## config.mk

```make
export PLATFORM = sky130hd
export DESIGN_NAME = can_tx_framer
export DESIGN_NICKNAME = d
export VERILOG_FILES = /design/src/rtl/can_pkg.sv /design/src/rtl/can_crc15.sv /design/src/rtl/can_tx_framer.sv
export SDC_FILE = /design/constraint.sdc
export NUM_CORES = 1
export LEC_CHECK = 0
export ABC_AREA = 1
export BUFFER_PORTS_ARGS = -buffer_cell sky130_fd_sc_hd__buf_2
export CAP_MARGIN = 20
export CELL_PAD_IN_SITES_DETAIL_PLACEMENT = 0
export CELL_PAD_IN_SITES_GLOBAL_PLACEMENT = 1
export CORE_MARGIN = 3
export CORE_UTILIZATION = 30
export CTS_CLUSTER_DIAMETER = 150
export DETAILED_ROUTE_END_ITERATION = 10
export GPL_TIMING_DRIVEN = 1
export PLACE_DENSITY = 0.7
export SLEW_MARGIN = 20
export SYNTH_ARGS = -nofsm -noshare
export SYNTH_HDL_FRONTEND = slang
export SYNTH_SLANG_ARGS = --single-unit
```

## constraint.sdc

```tcl
create_clock -name clk -period 4.5 [get_ports clk]
set_clock_uncertainty 0.15 [all_clocks]
set_input_delay 0.9 -clock clk [delete_from_list [all_inputs] [get_ports clk]]
set_output_delay 0.9 -clock clk [all_outputs]
set_load 0.005 [all_outputs]
```

## src/rtl/can_pkg.sv

```systemverilog
// Shared constants, state encoding and the CRC-15 step for the CAN transmit framer.
package can_pkg;

  localparam logic [14:0] CRC_POLY     = 15'h4599;
  localparam int          EOF_BITS     = 7;
  localparam int          IFS_BITS     = 3;
  localparam int          STD_ARB_BITS = 13;
  localparam int          EXT_ARB_BITS = 33;
  localparam int          CTRL_BITS    = 6;

  typedef enum logic [3:0] {
    S_IDLE, S_ARB, S_CTRL, S_DATA, S_CRC,
    S_CRC_DELIM, S_ACK, S_ACK_DELIM, S_EOF, S_IFS
  } state_e;

  function automatic logic [14:0] crc15_step(input logic [14:0] crc, input logic din);
    logic [14:0] shifted;
    shifted = {crc[13:0], 1'b0};
    if (din ^ crc[14]) crc15_step = shifted ^ CRC_POLY;
    else               crc15_step = shifted;
  endfunction

endpackage

```

## src/rtl/can_crc15.sv

```systemverilog
// Serial CAN CRC-15 register: clear has priority over a shift of one data bit.
module can_crc15
  import can_pkg::*;
(
  input  logic        clk,
  input  logic        rst,
  input  logic        clr,
  input  logic        en,
  input  logic        din,
  output logic [14:0] crc
);

  logic [14:0] crc_q, crc_d;

  // next CRC value
  always_comb begin
    crc_d = crc_q;
    if (clr)     crc_d = 15'd0;
    else if (en) crc_d = crc15_step(crc_q, din);
    else         crc_d = crc_q;
  end

  // CRC register
  always_ff @(posedge clk or negedge rst) begin
    if (!rst) crc_q <= 15'd0;
    else      crc_q <= crc_d;
  end

  assign crc = crc_q;

endmodule

```

## src/rtl/can_tx_framer.sv

```systemverilog
// CAN 2.0 transmit framer: serialises a standard/extended frame with stuffing,
// CRC-15, arbitration readback and ACK-slot checking.
module can_tx_framer
  import can_pkg::*;
#(
  parameter int BIT_CYCLES = 8,
  parameter int SAMPLE_PT  = 5,
  parameter bit EXT_ID_EN  = 1'b1
) (
  input  logic            clk,
  input  logic            rst,
  input  logic            init,
  input  logic            tx_req,
  input  logic [28:0]     tx_id,
  input  logic            tx_ide,
  input  logic            tx_rtr,
  input  logic [3:0]      tx_dlc,
  input  logic [7:0][7:0] tx_data,
  input  logic            bit_in,
  output logic            tx_busy,
  output logic            tx_complete,
  output logic            tx_ack_err,
  output logic            tx_arb_lost,
  output logic            bit_out
);

  localparam int              BC_W      = $clog2(BIT_CYCLES);
  localparam logic [BC_W-1:0] BC_LAST   = BC_W'(BIT_CYCLES - 1);
  localparam logic [BC_W-1:0] BC_PRE    = BC_W'(BIT_CYCLES - 2);
  localparam logic [BC_W-1:0] BC_SAMPLE = BC_W'(SAMPLE_PT);

  state_e          state_q, state_d, adv_state, pos_state;
  logic [BC_W-1:0] bc_q, bc_d;
  logic [5:0]      fcnt_q, fcnt_d, adv_fcnt, pos_fcnt, last_idx;
  logic [2:0]      run_q, run_d;
  logic            stuff_q, stuff_d, ext_q, ext_d, rtr_q, rtr_d;
  logic [28:0]     id_q, id_d;
  logic [3:0]      dlc_q, dlc_d;
  logic [63:0]     data_q, data_d;
  logic            ack_flag_q, ack_flag_d, busy_q, busy_d, complete_q, complete_d;
  logic            ack_err_q, ack_err_d, arb_lost_q, arb_lost_d, bit_out_q, bit_out_d;
  logic [32:0]     arb_v;
  logic [5:0]      ctrl_v;
  logic [6:0]      data_len;
  logic            bit_end, sample, pos_val, do_stuff, next_bit, crc_clr, crc_en;
  logic [14:0]     crc;

  assign bit_end = (bc_q == BC_LAST);
  assign sample  = (bc_q == BC_SAMPLE);

  can_crc15 u_crc (
    .clk (clk), .rst (rst), .clr (crc_clr), .en (crc_en), .din (next_bit), .crc (crc)
  );

  // frame contents and last index of the current field
  always_comb begin
    arb_v  = ext_q ? {1'b0, id_q[28:18], 1'b1, 1'b1, id_q[17:0], rtr_q}
                   : {1'b0, id_q[10:0], rtr_q, 20'd0};
    ctrl_v = {2'b00, dlc_q};
    if (rtr_q)              data_len = 7'd0;
    else if (dlc_q > 4'd8)  data_len = 7'd64;
    else                    data_len = {dlc_q, 3'b000};
    case (state_q)
      S_ARB:   last_idx = ext_q ? 6'(EXT_ARB_BITS - 1) : 6'(STD_ARB_BITS - 1);
      S_CTRL:  last_idx = 6'(CTRL_BITS - 1);
      S_DATA:  last_idx = 6'(data_len - 7'd1);
      S_CRC:   last_idx = 6'd14;
      S_EOF:   last_idx = 6'(EOF_BITS - 1);
      S_IFS:   last_idx = 6'(IFS_BITS - 1);
      default: last_idx = 6'd0;
    endcase
  end

  // while a stuff bit is on the wire, state/fcnt already point at the next frame bit
  always_comb begin
    adv_state = state_q;
    adv_fcnt  = fcnt_q + 6'd1;
    if (fcnt_q == last_idx) begin
      adv_fcnt = 6'd0;
      case (state_q)
        S_ARB:       adv_state = S_CTRL;
        S_CTRL:      adv_state = (data_len == 7'd0) ? S_CRC : S_DATA;
        S_DATA:      adv_state = S_CRC;
        S_CRC:       adv_state = S_CRC_DELIM;
        S_CRC_DELIM: adv_state = S_ACK;
        S_ACK:       adv_state = S_ACK_DELIM;
        S_ACK_DELIM: adv_state = S_EOF;
        S_EOF:       adv_state = S_IFS;
        default:     adv_state = S_IDLE;
      endcase
    end else begin
      adv_state = state_q;
    end
    pos_state = stuff_q ? state_q : adv_state;
    pos_fcnt  = stuff_q ? fcnt_q  : adv_fcnt;
    case (pos_state)
      S_ARB:   pos_val = arb_v[6'd32 - pos_fcnt];
      S_CTRL:  pos_val = ctrl_v[3'd5 - pos_fcnt[2:0]];
      S_DATA:  pos_val = data_q[6'd63 - pos_fcnt];
      S_CRC:   pos_val = crc[4'd14 - pos_fcnt[3:0]];
      default: pos_val = 1'b1;
    endcase
    do_stuff = !stuff_q && (run_q == 3'd5) && (state_q inside {S_ARB, S_CTRL, S_DATA, S_CRC});
    next_bit = do_stuff ? ~bit_out_q : pos_val;
  end

  // sequencing, capture, arbitration and ACK handling
  always_comb begin
    state_d    = state_q;    bc_d       = bc_q;       fcnt_d     = fcnt_q;
    run_d      = run_q;      stuff_d    = stuff_q;    ext_d      = ext_q;
    rtr_d      = rtr_q;      id_d       = id_q;       dlc_d      = dlc_q;
    data_d     = data_q;     ack_flag_d = ack_flag_q; busy_d     = busy_q;
    bit_out_d  = bit_out_q;  complete_d = 1'b0;       ack_err_d  = 1'b0;
    arb_lost_d = 1'b0;       crc_clr    = 1'b0;       crc_en     = 1'b0;
    if (state_q == S_IDLE) begin
      busy_d    = 1'b0;
      bit_out_d = 1'b1;
      if (tx_req) begin
        id_d       = tx_id;
        ext_d      = EXT_ID_EN ? tx_ide : 1'b0;
        rtr_d      = tx_rtr;
        dlc_d      = tx_dlc;
        data_d     = {tx_data[0], tx_data[1], tx_data[2], tx_data[3],
                      tx_data[4], tx_data[5], tx_data[6], tx_data[7]};
        state_d    = S_ARB;
        bc_d       = '0;
        fcnt_d     = 6'd0;
        stuff_d    = 1'b0;
        run_d      = 3'd1;
        ack_flag_d = 1'b0;
        busy_d     = 1'b1;
        bit_out_d  = 1'b0;
        crc_clr    = 1'b1;
      end else begin
        state_d = S_IDLE;
      end
    end else begin
      bc_d = bit_end ? '0 : bc_q + BC_W'(1);
      if (bit_end && state_q == S_IFS && fcnt_q == last_idx) begin
        state_d   = S_IDLE;
        bit_out_d = 1'b1;
      end else if (bit_end) begin
        state_d   = pos_state;
        fcnt_d    = pos_fcnt;
        stuff_d   = do_stuff;
        bit_out_d = next_bit;
        run_d     = (next_bit != bit_out_q) ? 3'd1 : (run_q == 3'd7) ? run_q : run_q + 3'd1;
        crc_en    = !do_stuff && (pos_state inside {S_ARB, S_CTRL, S_DATA});
      end else begin
        bit_out_d = bit_out_q;
      end
      if (state_q == S_IFS && fcnt_q == last_idx && bc_q == BC_PRE) begin
        complete_d = 1'b1;
        ack_err_d  = ack_flag_q;
        busy_d     = 1'b0;
      end else begin
        complete_d = 1'b0;
      end
      if (sample && state_q == S_ACK && bit_in) ack_flag_d = 1'b1;
      else                                      ack_flag_d = ack_flag_q;
      // recessive sent but dominant seen on a real ARB bit: back off at once
      if (sample && state_q == S_ARB && !stuff_q && bit_out_q && !bit_in) begin
        state_d    = S_IDLE;
        arb_lost_d = 1'b1;
        busy_d     = 1'b0;
        bit_out_d  = 1'b1;
        crc_en     = 1'b0;
      end else begin
        arb_lost_d = 1'b0;
      end
    end
    if (init) begin
      state_d    = S_IDLE; bc_d = '0; fcnt_d = 6'd0; run_d = 3'd0; stuff_d = 1'b0;
      ack_flag_d = 1'b0;   busy_d = 1'b0; complete_d = 1'b0; ack_err_d = 1'b0;
      arb_lost_d = 1'b0;   bit_out_d = 1'b1; crc_clr = 1'b1; crc_en = 1'b0;
    end else begin
      crc_clr = crc_clr;
    end
  end

  // state and output registers
  always_ff @(posedge clk or negedge rst) begin
    if (!rst) begin
      state_q <= S_IDLE; bc_q <= '0; fcnt_q <= 6'd0; run_q <= 3'd0; stuff_q <= 1'b0;
      ext_q <= 1'b0; rtr_q <= 1'b0; id_q <= 29'd0; dlc_q <= 4'd0; data_q <= 64'd0;
      ack_flag_q <= 1'b0; busy_q <= 1'b0; complete_q <= 1'b0; ack_err_q <= 1'b0;
      arb_lost_q <= 1'b0; bit_out_q <= 1'b1;
    end else begin
      state_q <= state_d; bc_q <= bc_d; fcnt_q <= fcnt_d; run_q <= run_d; stuff_q <= stuff_d;
      ext_q <= ext_d; rtr_q <= rtr_d; id_q <= id_d; dlc_q <= dlc_d; data_q <= data_d;
      ack_flag_q <= ack_flag_d; busy_q <= busy_d; complete_q <= complete_d; ack_err_q <= ack_err_d;
      arb_lost_q <= arb_lost_d; bit_out_q <= bit_out_d;
    end
  end

  assign tx_busy     = busy_q;
  assign tx_complete = complete_q;
  assign tx_ack_err  = ack_err_q;
  assign tx_arb_lost = arb_lost_q;
  assign bit_out     = bit_out_q;

endmodule

```

==> results.tsv <==
stage	metric	value	unit
status	status	finished clean	
timing	Period minus WS final	4.00	ns
setup_path	capturing element type of the critical path	flip-flop	
timing	Highest Clock Rate	250	MHz
timing	final setup margin	0.505	ns
global_routing	first-pass GRT wire length	35.0	mm
cts	maximum level of the CTS H-tree	4	
synthesis	post-synthesis sequential area ratio	44.7	%
cells_and_area	n_diodes	0	
timing	number of slew-limit violations in the final report	0	
power	total power divided by cell area	446	nW/um^2
setup_path	critical path start-end classification	reg2reg	
die	number of standard-cell rows in the floorplan	57	
power	power after layout	4120	uW
global_routing	largest net degree at the start of global routing	148	
drt	routed wire length per instance	14.8	um
synthesis	leading area contributor after synthesis	sky130_fd_sc_hd__dfrtp_1	
synthesis	Avg Synthesized Cell Area	7.70	um^2
timing	number of hold violations in the final report	0	
synthesis	number of unique standard cell types used by synthesis	36	
die	Die H	166	um
cts	Clock Latency Late Sink	0.43	ns
drt	met3 wire len	716	um
timing	final critical-path share of the clock period	88.8	%
cts	count of hold-fix buffers inserted at cts	0	
setup_path	worst reg2reg path startpoint	rtr_q	
drt	met1 wire length	10.0	mm
setup_path	CP required	4.67	ns
run	number of maximum-capacitance violations	0	
synthesis	netlist area before placement	7670	um^2
synthesis	net count after synthesis	1110	
timing	final number of setup-violating endpoints	0	
synthesis	total number of yosys warnings	0	
synthesis	share of synthesized registers carrying an async set or reset	100	%
drt	met2 wire length	10.3	mm
synthesis	register bit count reported by yosys	137	
global_routing	global-route usage over all layers	15.6	%
synthesis	portion of synthesized cell area occupied by the leading cell type	44.4	%
die	die width	166	um
cts	clock sink total	137	
synthesis	most numerous cell types in the synthesized netlist	sky130_fd_sc_hd__nand2_1 (258), sky130_fd_sc_hd__dfrtp_1 (136), sky130_fd_sc_hd__nand3_1 (118)	
min_path	min-delay worst type	reg2reg	
setup_path	critical path launch point type	flip-flop	
cells_and_area	growth of design area from synthesis to finish	20.4	%
global_routing	number of global-route vias before repair	6751	
drt	Remaining DRCs	0	
placement	Port Buf Inserts	108	
cts	cell chosen for the clock root	sky130_fd_sc_hd__clkbuf_16	
timing	final total negative setup slack	0	ns
cells_and_area	fill cell total of the finished layout	2608	
synthesis	number of enable flip-flop cells after synthesis	0	
die	effective utilization at floorplan	31.0	%
drt	Pre-Repair DR Iteration Count	4	
synthesis	Top FF cell, synth	sky130_fd_sc_hd__dfrtp_1	
drt	vias after detailed routing	6757	
timing	RSZ-0062 raised after global routing	false	
synthesis	library cell with the highest instance count after synthesis	sky130_fd_sc_hd__nand2_1	
drt	count of routing violations after the opening detailed-route iteration	291	
drt	number of vias per cell after detailed routing	4.69	
setup_path	CP Data Arrival Time	4.16	ns
cts	TritonCTS clock tree	done	
drt	number of nets with antenna violations after routing	0	
die	die area	27500	um^2
cells_and_area	final core utilization	37.3	%
timing	Worst Tran Pin Value	0.851	ns
placement	half-perimeter wire length of the detailed placement result	15.1	mm
min_path	Hold Path Origin	data_q[46]	
cts	buffer levels on the longest clock path	2	
power	leakage power total	0.00468	uW
setup_path	worst-path fanout max	9	
cts	Clock transition at path regs	0.06	ns
cells_and_area	number of nets in the finished design	1219	
placement	placer congestion estimate	0.894	
placement	Worst Setup Slack post-DPL	0.180	ns
global_routing	grt ovf	0	
timing	headroom to the max-slew limit	43.2	%
global_routing	initial antenna violation count	0	
synthesis	number of standard cells after synthesis	996	
drt	highest metal layer used by the detailed router	met4	
setup_path	critical path launch point	rtr_q	
cells_and_area	fraction of final layout cells sized beyond drive strength 1	22.4	%
drt	total wirelength of the detailed-routed design	21.3	mm
power	worst voltage drop across the vdd grid	0.000224	V
die	I/O pin count	109	
die	Core Footprint	24700	um^2
synthesis	top cells by area in the synthesized netlist	sky130_fd_sc_hd__dfrtp_1 (44%), sky130_fd_sc_hd__nand2_1 (13%), sky130_fd_sc_hd__nand3_1 (7.7%), sky130_fd_sc_hd__mux2_2 (7.6%), sky130_fd_sc_hd__inv_1 (5.3%)	
cts	number of buffers inserted during clock tree synthesis	17	
## power by group
| part | switching, uW | internal, uW | total (uW) |
|---|---|---|---|
| Sequential | 91.7 | 1430 | 1520 |
| Clock | 623 | 799 | 1420 |
| Combinational | 729 | 449 | 1180 |
## final timing paths
check | slack (ns) | endpoint | depth (start not counted)
min reg2reg | 0.35 | data_q[46] | 1
min in group asynchronous | 0.37 | data_q[58] | 1
max | 0.50 | u_crc.crc[7] | 27
min | 0.35 | data_q[46] | 1
max in group asynchronous | 2.91 | run_q[1] | 2
max reg2reg | 0.50 | u_crc.crc[7] | 27
## worst max-delay path: stages (launching register included)
cell,delay [ns]
sky130_fd_sc_hd__dfrtp_1,0.40
sky130_fd_sc_hd__nor2_2,0.18
sky130_fd_sc_hd__nand2_1,0.09
sky130_fd_sc_hd__ha_1,0.31
sky130_fd_sc_hd__nor2_1,0.10
sky130_fd_sc_hd__nand2_1,0.05
sky130_fd_sc_hd__nand2_1,0.06
sky130_fd_sc_hd__nand2_1,0.06
sky130_fd_sc_hd__nor2_2,0.16
sky130_fd_sc_hd__nand3_1,0.17
sky130_fd_sc_hd__nand2_1,0.11
sky130_fd_sc_hd__nand2_2,0.06
sky130_fd_sc_hd__ha_2,0.43
sky130_fd_sc_hd__clkinvlp_4,0.20
sky130_fd_sc_hd__nor2_1,0.14
sky130_fd_sc_hd__a21oi_1,0.07
sky130_fd_sc_hd__nand3_1,0.09
sky130_fd_sc_hd__nand3_1,0.07
sky130_fd_sc_hd__nand3_1,0.07
sky130_fd_sc_hd__nand2_1,0.09
sky130_fd_sc_hd__a21oi_2,0.19
sky130_fd_sc_hd__nand2_2,0.10
sky130_fd_sc_hd__nand2_2,0.09
sky130_fd_sc_hd__nand2_2,0.10
sky130_fd_sc_hd__nand2_2,0.16
sky130_fd_sc_hd__nand2_1,0.07
sky130_fd_sc_hd__nand3_1,0.07
sky130_fd_sc_hd__nand2_1,0.05
## metal layers
layer / track usage (%) / vias to the layer above
li1: - / 3439
met1: 20.9 / 3183
met2: 26.0 / 119
met3: 2.81 / 16
met4: 4.34 / 0
met5: 0 / -
## registers in the layout, indices dropped and copies added (netlist names)
name / cells
bc_q: 3
bit_out: 1
id_q: 29
data_q: 64
state_q: 4
dlc_q: 4
tx_ack_err: 1
ext_q: 1
ack_flag_q: 1
tx_arb_lost: 1
rtr_q: 1
u_crc.crc: 15
tx_complete: 1
fcnt_q: 6
tx_busy: 1
stuff_q: 1
run_q: 3
## cell type report
cell class              count  area (um^2)  area share [%]
clock inverters            14          149            1.61
clock buffers              18          439            4.75
inverters                 124          469            5.08
repair buffers            128          722            7.82
multi-input cells         697         3620            39.2
flip-flops and latches    137         3430            37.1
well taps                 324          405            4.39
## what timing repair did
item | 4_1_cts | 5_1_grt
gates resized for setup | 0 | 3
endpoints found under the setup margin | 0 | 11
setup buffers | 0 | 3
## placed cells by master (no fill, tap or decap), drive strengths merged
| master | n |
|---|---|
| nor2 | 101 |
| a32o | 1 |
| nor3 | 8 |
| a21boi | 1 |
| dfstp | 1 |
| dfrtp | 136 |
| buf | 128 |
| clkinv | 6 |
| a21oi | 58 |
| mux2 | 52 |
| nand4 | 10 |
| nand2 | 269 |
| nand3b | 9 |
| o21ai | 33 |
| ha | 10 |
| o211ai | 1 |
| o22ai | 18 |
| clkinvlp | 3 |
| inv | 128 |
| bufinv | 1 |
| clkbuf | 18 |
| nor4 | 1 |
| xor2 | 5 |
| xnor2 | 1 |
| nand3 | 119 |
## metrics by stage
stage / instances / hold WS [ns] / area, um^2
2_1_floorplan: 996 / 0.299 / 7670
3_3_place_gp: 1407 / 0.331 / 8620
3_5_place_dp: 1407 / 0.338 / 8620
4_1_cts: 1439 / 0.353 / 9210
5_1_grt: 1442 / 0.367 / 9240
6_report: 1442 / 0.352 / 9240
## kinds of logic after synthesis
group / share of synthesized area (%)
adder cells (fa/ha/maj): 1.63
multiplexers: 7.64
AND/OR/NAND/NOR: 29.1
flip-flops: 44.7
AO/OA/AOI/OAI: 7.88
buffers and inverters: 8.30
XOR/XNOR: 0.685
(Power assumes the default switching activity.)
